File: config.mk
export PLATFORM = sky130hd
export DESIGN_NAME = lag_packetizer
export DESIGN_NICKNAME = d
export VERILOG_FILES = /design/src/rtl/lag_packetizer.sv
export SDC_FILE = /design/constraint.sdc
export NUM_CORES = 1
export LEC_CHECK = 0
export CORE_UTILIZATION = 30
export CTS_CLUSTER_SIZE = 14
export DETAILED_ROUTE_END_ITERATION = 6
export MAX_ROUTING_LAYER = met4
export PLACE_DENSITY_LB_ADDON = 0.1
export SYNTH_ARGS = -nofsm -noshare
export SYNTH_HDL_FRONTEND = slang
export SYNTH_SLANG_ARGS = --single-unit
File: constraint.sdc
create_clock -name clk -period 3.15 [get_ports clk]
set_input_delay 0.63 -clock clk [delete_from_list [all_inputs] [get_ports clk]]
set_output_delay 0.63 -clock clk [all_outputs]
set_load 0.01 [all_outputs]
File: src/rtl/lag_packetizer.sv
// lag_packetizer
// ---------------------------------------------------------------------------
// Takes each set of NUM_XCORRS lag indices from the peak-finding stage,
// buffers the sets in a small FIFO and sends every set as a byte packet on a
// valid/ready byte stream for the UART/host-link stage.
//
// Packet: HEADER_BYTE, lag 0 .. lag NUM_XCORRS-1, then an optional checksum.
// Lag byte = index - MAX_LAGS (8-bit two's complement). An index above
// 2*MAX_LAGS is sent as 8'h80.
//
// Optional feature, macro LAG_PKT_CHECKSUM_EN: when it is defined, a final
// byte holds the XOR of the header and all lag bytes (CHK state present).
//
// Handshake: a byte transfers on a rising clk edge where byteOutValid and
// byteOutReady are both high. While byteOutValid is high, byteOut and
// byteOutValid hold until that transfer. byteOutReady is ignored while
// byteOutValid is low.
//
// Ports:
//   clk          in   clock
//   rst          in   asynchronous active-low reset
//   dataIn       in   lag indices, index k at [k*BITS_PER_XCORR +: BITS_PER_XCORR]
//   dataInValid  in   single-cycle pulse qualifying dataIn
//   byteOut      out  packet byte (registered)
//   byteOutValid out  byteOut is valid (registered)
//   byteOutReady in   consumer accepts byteOut
//   dropCount    out  saturating count of sets dropped on overflow
//   busy         out  FIFO non-empty or packet in progress
//   state_dbg    out  current FSM state (debug)
module lag_packetizer #(
  parameter int         NUM_XCORRS     = 6,
  parameter int         BITS_PER_XCORR = 6,
  parameter int         MAX_LAGS       = 11,
  parameter int         FIFO_DEPTH     = 4,
  parameter logic [7:0] HEADER_BYTE    = 8'hA5
) (
  input  logic                                 clk,
  input  logic                                 rst,
  input  logic [NUM_XCORRS*BITS_PER_XCORR-1:0] dataIn,
  input  logic                                 dataInValid,
  output logic [7:0]                           byteOut,
  output logic                                 byteOutValid,
  input  logic                                 byteOutReady,
  output logic [7:0]                           dropCount,
  output logic                                 busy,
  output logic [1:0]                           state_dbg
);

  localparam int SET_W  = NUM_XCORRS * BITS_PER_XCORR;
  localparam int PTR_W  = (FIFO_DEPTH > 1) ? $clog2(FIFO_DEPTH) : 1;
  localparam int CNT_W  = PTR_W + 1;
  localparam int LCNT_W = (NUM_XCORRS > 1) ? $clog2(NUM_XCORRS) : 1;

  typedef enum logic [1:0] {
    IDLE = 2'd0,
    HDR  = 2'd1,
    LAG  = 2'd2
`ifdef LAG_PKT_CHECKSUM_EN
    , CHK = 2'd3
`endif
  } state_t;

  state_t              state_q, state_d;
  logic [LCNT_W-1:0]   lcnt_q, lcnt_d, lcnt_inc;
  logic [7:0]          byte_d;
  logic                valid_d;

  logic [SET_W-1:0]    fifo_mem [FIFO_DEPTH];
  logic [PTR_W-1:0]    wr_ptr, rd_ptr;
  logic [CNT_W-1:0]    fifo_count, fifo_count_d;
  logic                fifo_empty, fifo_full;
  logic                push, pop, drop;

  logic [SET_W-1:0]    head;
  logic [7:0]          conv [NUM_XCORRS];
  logic [7:0]          lag_q [NUM_XCORRS];
`ifdef LAG_PKT_CHECKSUM_EN
  logic [7:0]          conv_chk, chk_q;
`endif

  function automatic logic [7:0] to_lag(input logic [BITS_PER_XCORR-1:0] idx);
    int unsigned v;
    v = 32'(idx);
    if (v > 32'(2 * MAX_LAGS)) return 8'h80;
    return 8'(v - 32'(MAX_LAGS));
  endfunction

  assign fifo_empty = (fifo_count == '0);
  assign fifo_full  = (fifo_count == CNT_W'(FIFO_DEPTH));
  assign head       = fifo_mem[rd_ptr];
  assign lcnt_inc   = lcnt_q + LCNT_W'(1);
  assign state_dbg  = state_q;

  // A full FIFO still accepts a push when the FSM pops in the same cycle.
  // pop is derived from the registered count, so a push into an empty FIFO
  // is never popped in the cycle it arrives.
  assign push = dataInValid && (!fifo_full || pop);
  assign drop = dataInValid && !push;

  always_comb begin
    for (int k = 0; k < NUM_XCORRS; k++) begin
      conv[k] = to_lag(head[k*BITS_PER_XCORR +: BITS_PER_XCORR]);
    end
  end

`ifdef LAG_PKT_CHECKSUM_EN
  always_comb begin
    conv_chk = HEADER_BYTE;
    for (int k = 0; k < NUM_XCORRS; k++) begin
      conv_chk = conv_chk ^ conv[k];
    end
  end
`endif

  always_comb begin
    state_d = state_q;
    lcnt_d  = lcnt_q;
    byte_d  = byteOut;
    valid_d = byteOutValid;
    pop     = 1'b0;
    case (state_q)
      IDLE: begin
        if (!fifo_empty) begin
          pop     = 1'b1;
          state_d = HDR;
          byte_d  = HEADER_BYTE;
          valid_d = 1'b1;
        end
      end
      HDR: begin
        if (byteOutReady) begin
          state_d = LAG;
          lcnt_d  = '0;
          byte_d  = lag_q[0];
        end
      end
      LAG: begin
        if (byteOutReady) begin
          if (lcnt_q == LCNT_W'(NUM_XCORRS - 1)) begin
`ifdef LAG_PKT_CHECKSUM_EN
            state_d = CHK;
            byte_d  = chk_q;
`else
            state_d = IDLE;
            byte_d  = 8'h00;
            valid_d = 1'b0;
`endif
          end else begin
            lcnt_d = lcnt_inc;
            byte_d = lag_q[lcnt_inc];
          end
        end
      end
`ifdef LAG_PKT_CHECKSUM_EN
      CHK: begin
        if (byteOutReady) begin
          state_d = IDLE;
          byte_d  = 8'h00;
          valid_d = 1'b0;
        end
      end
`endif
      default: begin
        state_d = IDLE;
        byte_d  = 8'h00;
        valid_d = 1'b0;
      end
    endcase
  end

  always_comb begin
    fifo_count_d = fifo_count;
    if (push && !pop)      fifo_count_d = fifo_count + CNT_W'(1);
    else if (pop && !push) fifo_count_d = fifo_count - CNT_W'(1);
  end

  always_ff @(posedge clk or negedge rst) begin
    if (!rst) begin
      state_q      <= IDLE;
      lcnt_q       <= '0;
      byteOut      <= 8'h00;
      byteOutValid <= 1'b0;
      wr_ptr       <= '0;
      rd_ptr       <= '0;
      fifo_count   <= '0;
      dropCount    <= 8'h00;
      busy         <= 1'b0;
    end else begin
      state_q      <= state_d;
      lcnt_q       <= lcnt_d;
      byteOut      <= byte_d;
      byteOutValid <= valid_d;
      fifo_count   <= fifo_count_d;
      if (push) wr_ptr <= wr_ptr + PTR_W'(1);
      if (pop)  rd_ptr <= rd_ptr + PTR_W'(1);
      if (drop && (dropCount != 8'hFF)) dropCount <= dropCount + 8'd1;
      busy         <= (fifo_count_d != '0) || (state_d != IDLE);
    end
  end

  // Storage without reset: FIFO contents and the shadow copy of the packet
  // being sent. The shadow lets the FIFO keep accepting sets mid-packet.
  always_ff @(posedge clk) begin
    if (push) fifo_mem[wr_ptr] <= dataIn;
    if (pop) begin
      for (int k = 0; k < NUM_XCORRS; k++) lag_q[k] <= conv[k];
`ifdef LAG_PKT_CHECKSUM_EN
      chk_q <= conv_chk;
`endif
    end
  end

endmodule

# Word-level counts from Yosys, hierarchy flattened

Memory sizes are Yosys's and may differ from the RTL's.
Index checks and enable logic that the tools add are counted.

Register bits: 30
Bits in latches: 0
Bits in writable memories: 192
Bits in read-only memories: 0
Bits of input ports: 40
Output and inout port bits: 20
Word-level logic and storage cells: 102
Memories kept: 2

Memories:

| name     | depth | width | read ports | clocked after memory_dff | wr ports | RTL line | text |
|---|---|---|---|---|---|---|---|
| fifo_mem | 4     | 36    | 1          | 0                        | 1        | 68       | `logic [SET_W-1:0] fifo_mem [FIFO_DEPTH];` |
| lag_q    | 6     | 8     | 2          | 0                        | 6        | 76       | `logic [7:0] lag_q [NUM_XCORRS];` |

Add/sub/neg operators: 12
Multipliers: 0
Div/mod/pow operators: 0
$lt $le $gt $ge: 6
Eq/ne operators: 10
Shift-type cells: 0
Multiplexer cells: 44
Bitwise gates (word level): 1
Reduce and logical (&&, ||, !) cells: 18

Operators with widths:

| operator                                            | count |
|---|---|
| 2-to-1 mux 8 bit                                    | 16 |
| subtractor 6 x 4 -> 7 bit (second input constant)   | 6 |
| > comparator 6 x 5 -> 1 bit (second input constant) | 6 |
| case mux 8 bit (3 select lines)                     | 1 |
| 2-to-1 mux 1 bit                                    | 15 |
| 2-to-1 mux 3 bit                                    | 5 |
| inequality test 2 bit (second input constant)       | 5 |
| adder 8 x 1 -> 8 bit (second input constant)        | 1 |
| 2-to-1 mux 2 bit                                    | 4 |
| inequality test 8 bit (second input constant)       | 1 |
| AND reduction 4 bit                                 | 2 |
| adder 3 x 1 -> 3 bit (second input constant)        | 2 |
| == test 3 bit (second input constant)               | 2 |
| case mux 2 bit (3 select lines)                     | 1 |
| case mux 3 bit (2 select lines)                     | 1 |
| logical AND 1 bit                                   | 5 |
| adder 2 x 1 -> 2 bit (second input constant)        | 2 |
| nonzero test 2 bit                                  | 2 |
| zero test 1 bit                                     | 3 |
| zero test 3 bit                                     | 1 |
| case mux 1 bit (3 select lines)                     | 1 |
| AND reduction 3 bit                                 | 1 |
| nonzero test 3 bit                                  | 1 |
| subtractor 3 x 1 -> 3 bit (second input constant)   | 1 |
| other kinds (5)                                     | 6 |

# Depth between registers and ports, before layout

Gate-level depths: netlist (run 1).

Depth after elaboration: 11
Gate-level depth with buffers: 9
Depth with buffers taken out: 8

# Least setup slack after synthesis (run 1)

No wires, ideal clock.

Kind: register to register
Start: register fifo_count[1]
End: register busy
Setup time: 0.139 ns
Arrival: 2.581 ns
Data required time: 3.011 ns
Path slack: 0.430 ns
Stages on the path, launching flop included: 10
Buffers on the path: 1
Clock period less this slack: 2.720 ns
Path through: dfrtp_1 > inv_1 > ha_1 > nor2b_1 > or2_1 > buf_6 > inv_1 > nor3_1 > a211oi_1 > or4_1

Cells in the longest elaborated chain, start to end: 11
Elaborated cells between the ends (all ways): 20
Those cells by class: add/sub (2); eq/ne (1); mux (6); reduce/logical (11)

RTL lines:

| item                      | RTL line | text |
|---|---|---|
| from (decl)               | 70       | `logic [CNT_W-1:0] fifo_count, fifo_count_d;` |
| from (signal assigned)    | 193      | `fifo_count <= fifo_count_d;` |
| zero test 3 bit           | 88       | `assign fifo_empty = (fifo_count == '0);` |
| 2-to-1 mux 1 bit          | 123      | `if (!fifo_empty) begin` |
| 2-to-1 mux 1 bit          | 121      | `case (state_q)` |
| logical OR 1 bit          | 97       | `assign push = dataInValid && (!fifo_full \|\| pop);` |
| logical AND 1 bit         | 97       |  |
| zero test 1 bit           | 174      | `else if (pop && !push) fifo_count_d = fifo_count - CNT_W'(1);` |
| logical AND 1 bit         | 174      |  |
| 2-to-1 mux 3 bit          | 174      |  |
| 2-to-1 mux 3 bit (*)      | 173      | `if (push && !pop) fifo_count_d = fifo_count + CNT_W'(1);` |
| named net fifo_count_d[1] | 70       |  |
| nonzero test 3 bit (*)    | 197      | `busy <= (fifo_count_d != '0) \|\| (state_d != IDLE);` |
| logical OR 1 bit (*)      | 197      |  |
| to (signal assigned)      | 197      |  |
| to (decl)                 | 45       | `output logic busy,` |

The timed path passes the listed nets; every way through them passes the cells marked *.
A chain may end at the register's enable or synchronous reset.

# Final worst setup path (run 1)

Start: register state_q[0], in the netlist state_dbg[0]
End: output state_dbg[0]

RTL lines:

| item                   | RTL line | text |
|---|---|---|
| from (decl)            | 63       | `state_t state_q, state_d;` |
| from (signal assigned) | 189      | `state_q <= state_d;` |
| to (decl)              | 46       | `output logic [1:0] state_dbg` |

No word-level cell between the ends.

==> results of run 1 <==
[stage by stage]
stage,power [W],hold slack (ps),cells,util,area [sq um]
5_1_grt,0.01245,520.7,1056,0.3679,11250
6_report,0.01167,478.7,1056,0.3679,11250
2_1_floorplan,0.007615,334.4,559,-,9316
3_5_place_dp,0.009112,473.2,1008,0.3426,10480
4_1_cts,0.01188,484.7,1056,0.3679,11250
3_3_place_gp,0.009077,469.5,1008,0.3426,10480
[area by class of cell]
class                   count  area (sq um)  area share
inverters                  23         86.33    0.007672
clock buffers              43         745.7     0.06627
well taps                 396         495.5     0.04403
clock inverters             5         26.28    0.002335
multi-input cells         296          2626      0.2334
repair buffers             71         755.7     0.06716
flip-flops and latches    222          6518      0.5792
[registers in the layout (all words and copies together) (netlist names)]
register / count
rd_ptr: 2
lag_q: 48
byteOut: 8
busy: 1
fifo_mem: 144
wr_ptr: 2
dropCount: 8
state_dbg: 2
byteOutValid: 1
lcnt_q: 3
fifo_count: 3
[power by group]
| group | leakage [nW] | switching (W) | internal (W) |
|---|---|---|---|
| clock | 0.373 | 0.00110 | 0.00160 |
| combinational | 1.36 | 0.00237 | 0.00179 |
| sequential | 2.16 | 0.000441 | 0.00436 |
| total | 3.89 | 0.00391 | 0.00776 |
[how the worst max path moves through the flow]
stage                       start      endpoint  slack (ps)  depth (start not counted)
global route        fifo_count[0]    byteOut[5]         500                          8
finish               state_dbg[0]  state_dbg[0]         690                          1
floorplan           fifo_count[1]          busy         430                          9
CTS                  state_dbg[0]  state_dbg[0]         640                          1
detailed placement    dataInValid  dropCount[7]         620                          6
global placement     byteOutReady    byteOut[2]         640                          5
[logic make-up (layout without fill, tap and decap cells)]
kind of cell,after synthesis,count (layout),synth area share
muxes,55,55,0.1183
adders and majority gates,22,22,0.02955
DFF,222,222,0.6994
AOI/OAI and AO/OA,69,69,0.04607
and+or+nand+nor,126,126,0.06487
buffers and inverters,41,142,0.01920
xor gates and xnor gates,24,24,0.02256
[synthesized netlist by cell type, drive strengths merged (3+ instances only)]
library cell  number  area (sq um)
nand2             25         93.84
o211ai             3         22.52
inv               23         86.33
nand4              3         18.77
nand4b             6         52.55
or2                3         18.77
dfrtp             30         750.7
ha                22         275.3
edfxtp           192          5766
mux4              44         991.0
buf               12         70.06
nor2              49         183.9
nor3              12         60.06
clkbuf             6         22.52
a221oi             8         70.07
and3               6         37.54
xnor2             13         113.9
xor2              11         96.34
mux2i             10         100.1
nor2b             15         93.84
o21ai             22         110.1
a21oi             23         118.9
a21o               5         37.54
[per-layer routing]
metal | up-vias | global-route usage | wire length [um]
li1 | 2318 | - | -
met1 | 2480 | 0.1710 | 8993
met2 | 79 | 0.2155 | 9641
met3 | 30 | 0.02003 | 625
met4 | 0 | 0.03708 | 475
met5 | - | - | 0
==> impl_metrics.yaml, run 1 <==
outcome:
  status: "finished clean"
min_path:
  min_path_cells: 2
  min-delay-start: "byteOut[1]"
  hold_path_class: "register to register"
  hold_path_end: "byteOut[1]"
final_layout:
  nets: 702
  num-fill-cells: 2911
  layout_common_cells: "edfxtp_1 (192), clkdlybuf4s50_1 (59), nor2_1 (49)"
  final_common_cell: "edfxtp_1"
  drive_above_1_share: 0.1485
  antenna_cells: 0
  syn_to_final_growth_pct: 20.79
worst_setup_path:
  cp_num_buf_inv: 1
  cp_data_arrival_time_ps: 1830
  slowest_stage: "dfrtp_1"
  worst-path-max-fanout: 16
  path_class: "register to output port"
  rr_worst_depth: 5
  timing.rr.start: "state_dbg[0]"
  path_cells: "clkdlybuf4s50_1"
  critPathLaunchType: "register"
  cp.required_ps: 2520
  reg2reg_slack_ps: 740
  cpLargestDelayFamily: "flip-flops"
  critPathMaxStageDelay_ps: 680
  critPathCaptureType: "output port"
  timing.rr.end: "busy"
power_and_ir_drop:
  peakVddDrop_mv: 0.3791
  leakagePower_nw: 3.891
  power_density_nw_per_um2: 1037
cts:
  clock_sink_count: 222
  ctsResizeCount: 0
  worstSkewPairLatency_ps: 520
  clkTransAtPathRegs_ps: 60
  post_cts_buffers: 0
  htreeDepth: 1
  cts_buffers: 26
  cts-root-buf: "clkbuf_16"
  clock_path_buffers: 3
  ctsHoldBuffers: 0
  cts_tree: "done"
routing:
  routed_via_density: 4.647
  vias: 4907
  routedWlPerCell_um: 18.69
  drcViolationCount: 0
  wl_um: 19740
  first_iter_violations: 250
  drtPass1Iterations: 4
  ant_nets: 0
yosys:
  syn_nets: 621
  ys_warn_count: 0
  ys_types: 43
  synthCells: 559
  synthesis.area_sq_um: 9316
  yosysSeqAreaShare: 0.6994
  ys.flop_type: "edfxtp_1"
  ys_seq_elements: 222
  ys_async_sr_fraction: 0.1351
  synth_edf_count: 192
  avgSynthCellArea_sq_um: 16.67
floorplan:
  chipWidth_um: 178.2
  core_area_sq_um: 30590
  start_util: 0.3046
  dieArea_sq_um: 31760
  rows: 64
  io_pins: 60
  die-height_um: 178.2
grt:
  grt_overflow: 0
  grt_pass1_vias: 5120
  grt_max_degree: 53
  grt_antenna_before_repair: 0
  grt_usage: 0.1321
  grt_pass1_wl_um: 30310
timing:
  setup_ws_ps: 686.4
  setup_viol: 0
  skew_ps: 13.53
  min_period_ps: 2464
  report.final.slew_viol_count: 0
  post-route-period-util: 0.7821
  fmax_mhz: 405.9
  rsz0062_at_grt: "false"
  fin_setup_tns_ps: 0
  tightestPinTransition_ps: 789.6
  finalHoldViolations: 0
  relSlewSlack: 0.4736
job:
  cap_violations: 0
placed_design:
  dpl.hpwl_um: 12910
  pre_cts_ws_ps: 620.7
  io_buffer_count: 59
  place_congestion: 0.7748
Note: power is estimated with default switching activity, not from simulation.
==> run 2, diff against run 1 <==
Clock period 3.15 ns to 2.2 ns, I/O delays scaled along.
==> impl_metrics.yaml, run 2 (synthesized netlist as in run 1, its figures left out) <==
routing:
  ant_nets: 0
  routed_via_density: 4.672
  first_iter_violations: 306
  drtPass1Iterations: 4
  wl_um: 19920
  vias: 5083
  routedWlPerCell_um: 18.31
  drcViolationCount: 0
grt:
  grt_antenna_before_repair: 0
  gr-usage-met2: 0.2127
  grt_usage: 0.1335
  grtUsageMet3: 0.02089
  grt_max_degree: 53
  grt_pass1_vias: 5249
  grtUsageMet1: 0.1775
  grt-busiest-layer: "met2"
  grt_pass1_wl_um: 30680
  grt_overflow: 0
final_layout:
  largestRegisters: "fifo_mem x144, lag_q x48"
  syn_to_final_growth_pct: 24.43
  largest_reg_flops: 144
  layout_common_cells: "edfxtp_1 (192), clkdlybuf4s50_1 (59), nor2_1 (49)"
  nets: 737
  final_common_cell: "edfxtp_1"
  drive_above_1_share: 0.2124
  largest-register: "fifo_mem"
  antenna_cells: 0
floorplan:
  start_util: 0.3046
  core_area_sq_um: 30590
  dieArea_sq_um: 31760
  chipWidth_um: 178.2
  rows: 64
  io_pins: 60
  die-height_um: 178.2
worst_setup_path:
  critPathCaptureType: "register"
  cpMostUsedCell: "buf_12"
  timing.rr.end: "lag_q[5][2]"
  slowest_stage: "mux4_2"
  rr_worst_depth: 7
  critPathMaxStageDelay_ps: 550
  path_cells: "buf_12 > buf_12 > mux4_2 > ha_1 > nand4b_1 > nand2_2 > nor2_1"
  path_class: "register to register"
  reg2reg_slack_ps: 90
  cp.required_ps: 2480
  worst-path-max-fanout: 9
  critPathLaunchType: "register"
  worstSetupStartpoint: "rd_ptr[0]"
  timing.rr.start: "rd_ptr[0]"
  crit_end: "lag_q[5][2]"
  cp_data_arrival_time_ps: 2390
cts:
  clock_path_buffers: 3
  clkTransAtPathRegs_ps: 60
  cts_tree: "done"
  htreeDepth: 1
  cts-root-buf: "clkbuf_16"
  cts_buffers: 26
  worstSkewPairLatency_ps: 520
  clock_sink_count: 222
timing:
  setup_viol: 0
  relSlewSlack: 0.6881
  min_period_ps: 2112
  skew_ps: 8.881
  fmax_mhz: 473.5
  fin_setup_tns_ps: 0
  post-route-period-util: 0.9600
  whs_ps: 329.7
  report.final.slew_viol_count: 0
  finalHoldViolations: 0
  tightestPinTransition_ps: 466.1
placed_design:
  io_buffer_count: 59
  dpl.hpwl_um: 13860
  place_congestion: 0.8113
power_and_ir_drop:
  p_total_w: 0.01739
  power_density_nw_per_um2: 1500
  leakagePower_nw: 4.070
  peakVddDrop_mv: 0.5357
min_path:
  hold_path_class: "input port to asynchronous set/reset pin"
job:
  cap_violations: 0
outcome:
  status: "finished clean"
## run 2: cell count changes in the layout (fill, tap and decap cells not counted), sizes merged
| cell | before | now |
|---|---|---|
| clkinv | 4 | 7 |
| inv | 24 | 22 |
| buf | 12 | 47 |
| clkbuf | 43 | 37 |
| clkinvlp | 0 | 2 |
## run 2: through the flow
| step | std cells | instance area [sq um] | setup WS (ps) | util |
|---|---|---|---|---|
| floorplan | 559 | 9335 | -396.0 | - |
| global route | 1088 | 11590 | -19.83 | 0.3790 |
| CTS | 1087 | 11550 | 17.32 | 0.3777 |
| global placement | 1041 | 10790 | 38.31 | 0.3526 |
| detailed placement | 1041 | 10790 | 2.188 | 0.3526 |
| finish | 1088 | 11590 | 87.95 | 0.3790 |
## run 2: power breakdown
group | total [W] | switching, W | internal [W]
registers | 0.00678 | 0.000538 | 0.00624
logic | 0.00682 | 0.00371 | 0.00311
clock network | 0.00379 | 0.00159 | 0.00220
total | 0.0174 | 0.00583 | 0.0116
## run 2: worst min path at each step
| stage | startpoint | to | slack (ps) |
|---|---|---|---|
| final | rst | dropCount[5] | 330 |
| after global routing | rst | dropCount[5] | 350 |
| after CTS | rst | dropCount[5] | 330 |
| after detailed placement | byteOut[3] | byteOut[3] | 480 |
| after global placement | byteOut[6] | byteOut[6] | 470 |
| after floorplan | rst | busy | 140 |
## run 2: critical path: cells and delay by family, from the launching register on
kind | cells | cell delay [ps]
fa+ha+maj | 1 | 220
buf+inv | 2 | 290
flops | 1 | 400
mux | 1 | 550
simple gates | 3 | 400
## run 2: final cells by class
type | count | area (sq um)
tap | 396 | 495.5
fill | 2893 | 19000
inverter | 23 | 90.09
timing repair buffer | 106 | 1056
multi-input combinational | 296 | 2681
clock inverter | 8 | 50.05
clock buffer | 37 | 701.9
sequential | 222 | 6518
## run 2: timing repair
item,4_1_cts,5_1_grt
gates resized for setup,1,13
setup buffers,1,1
pin swaps,0,1
setup endpoints to repair,1,16
hold buffers,0,0
## run 2: per-layer routing
layer | up-vias | routed length, um | share of wire
li1 | 2392 | - | -
met1 | 2565 | 9250 | 0.46
met2 | 99 | 9555 | 0.48
met3 | 27 | 761 | 0.038
met4 | 0 | 352 | 0.018
met5 | - | 0 | 0
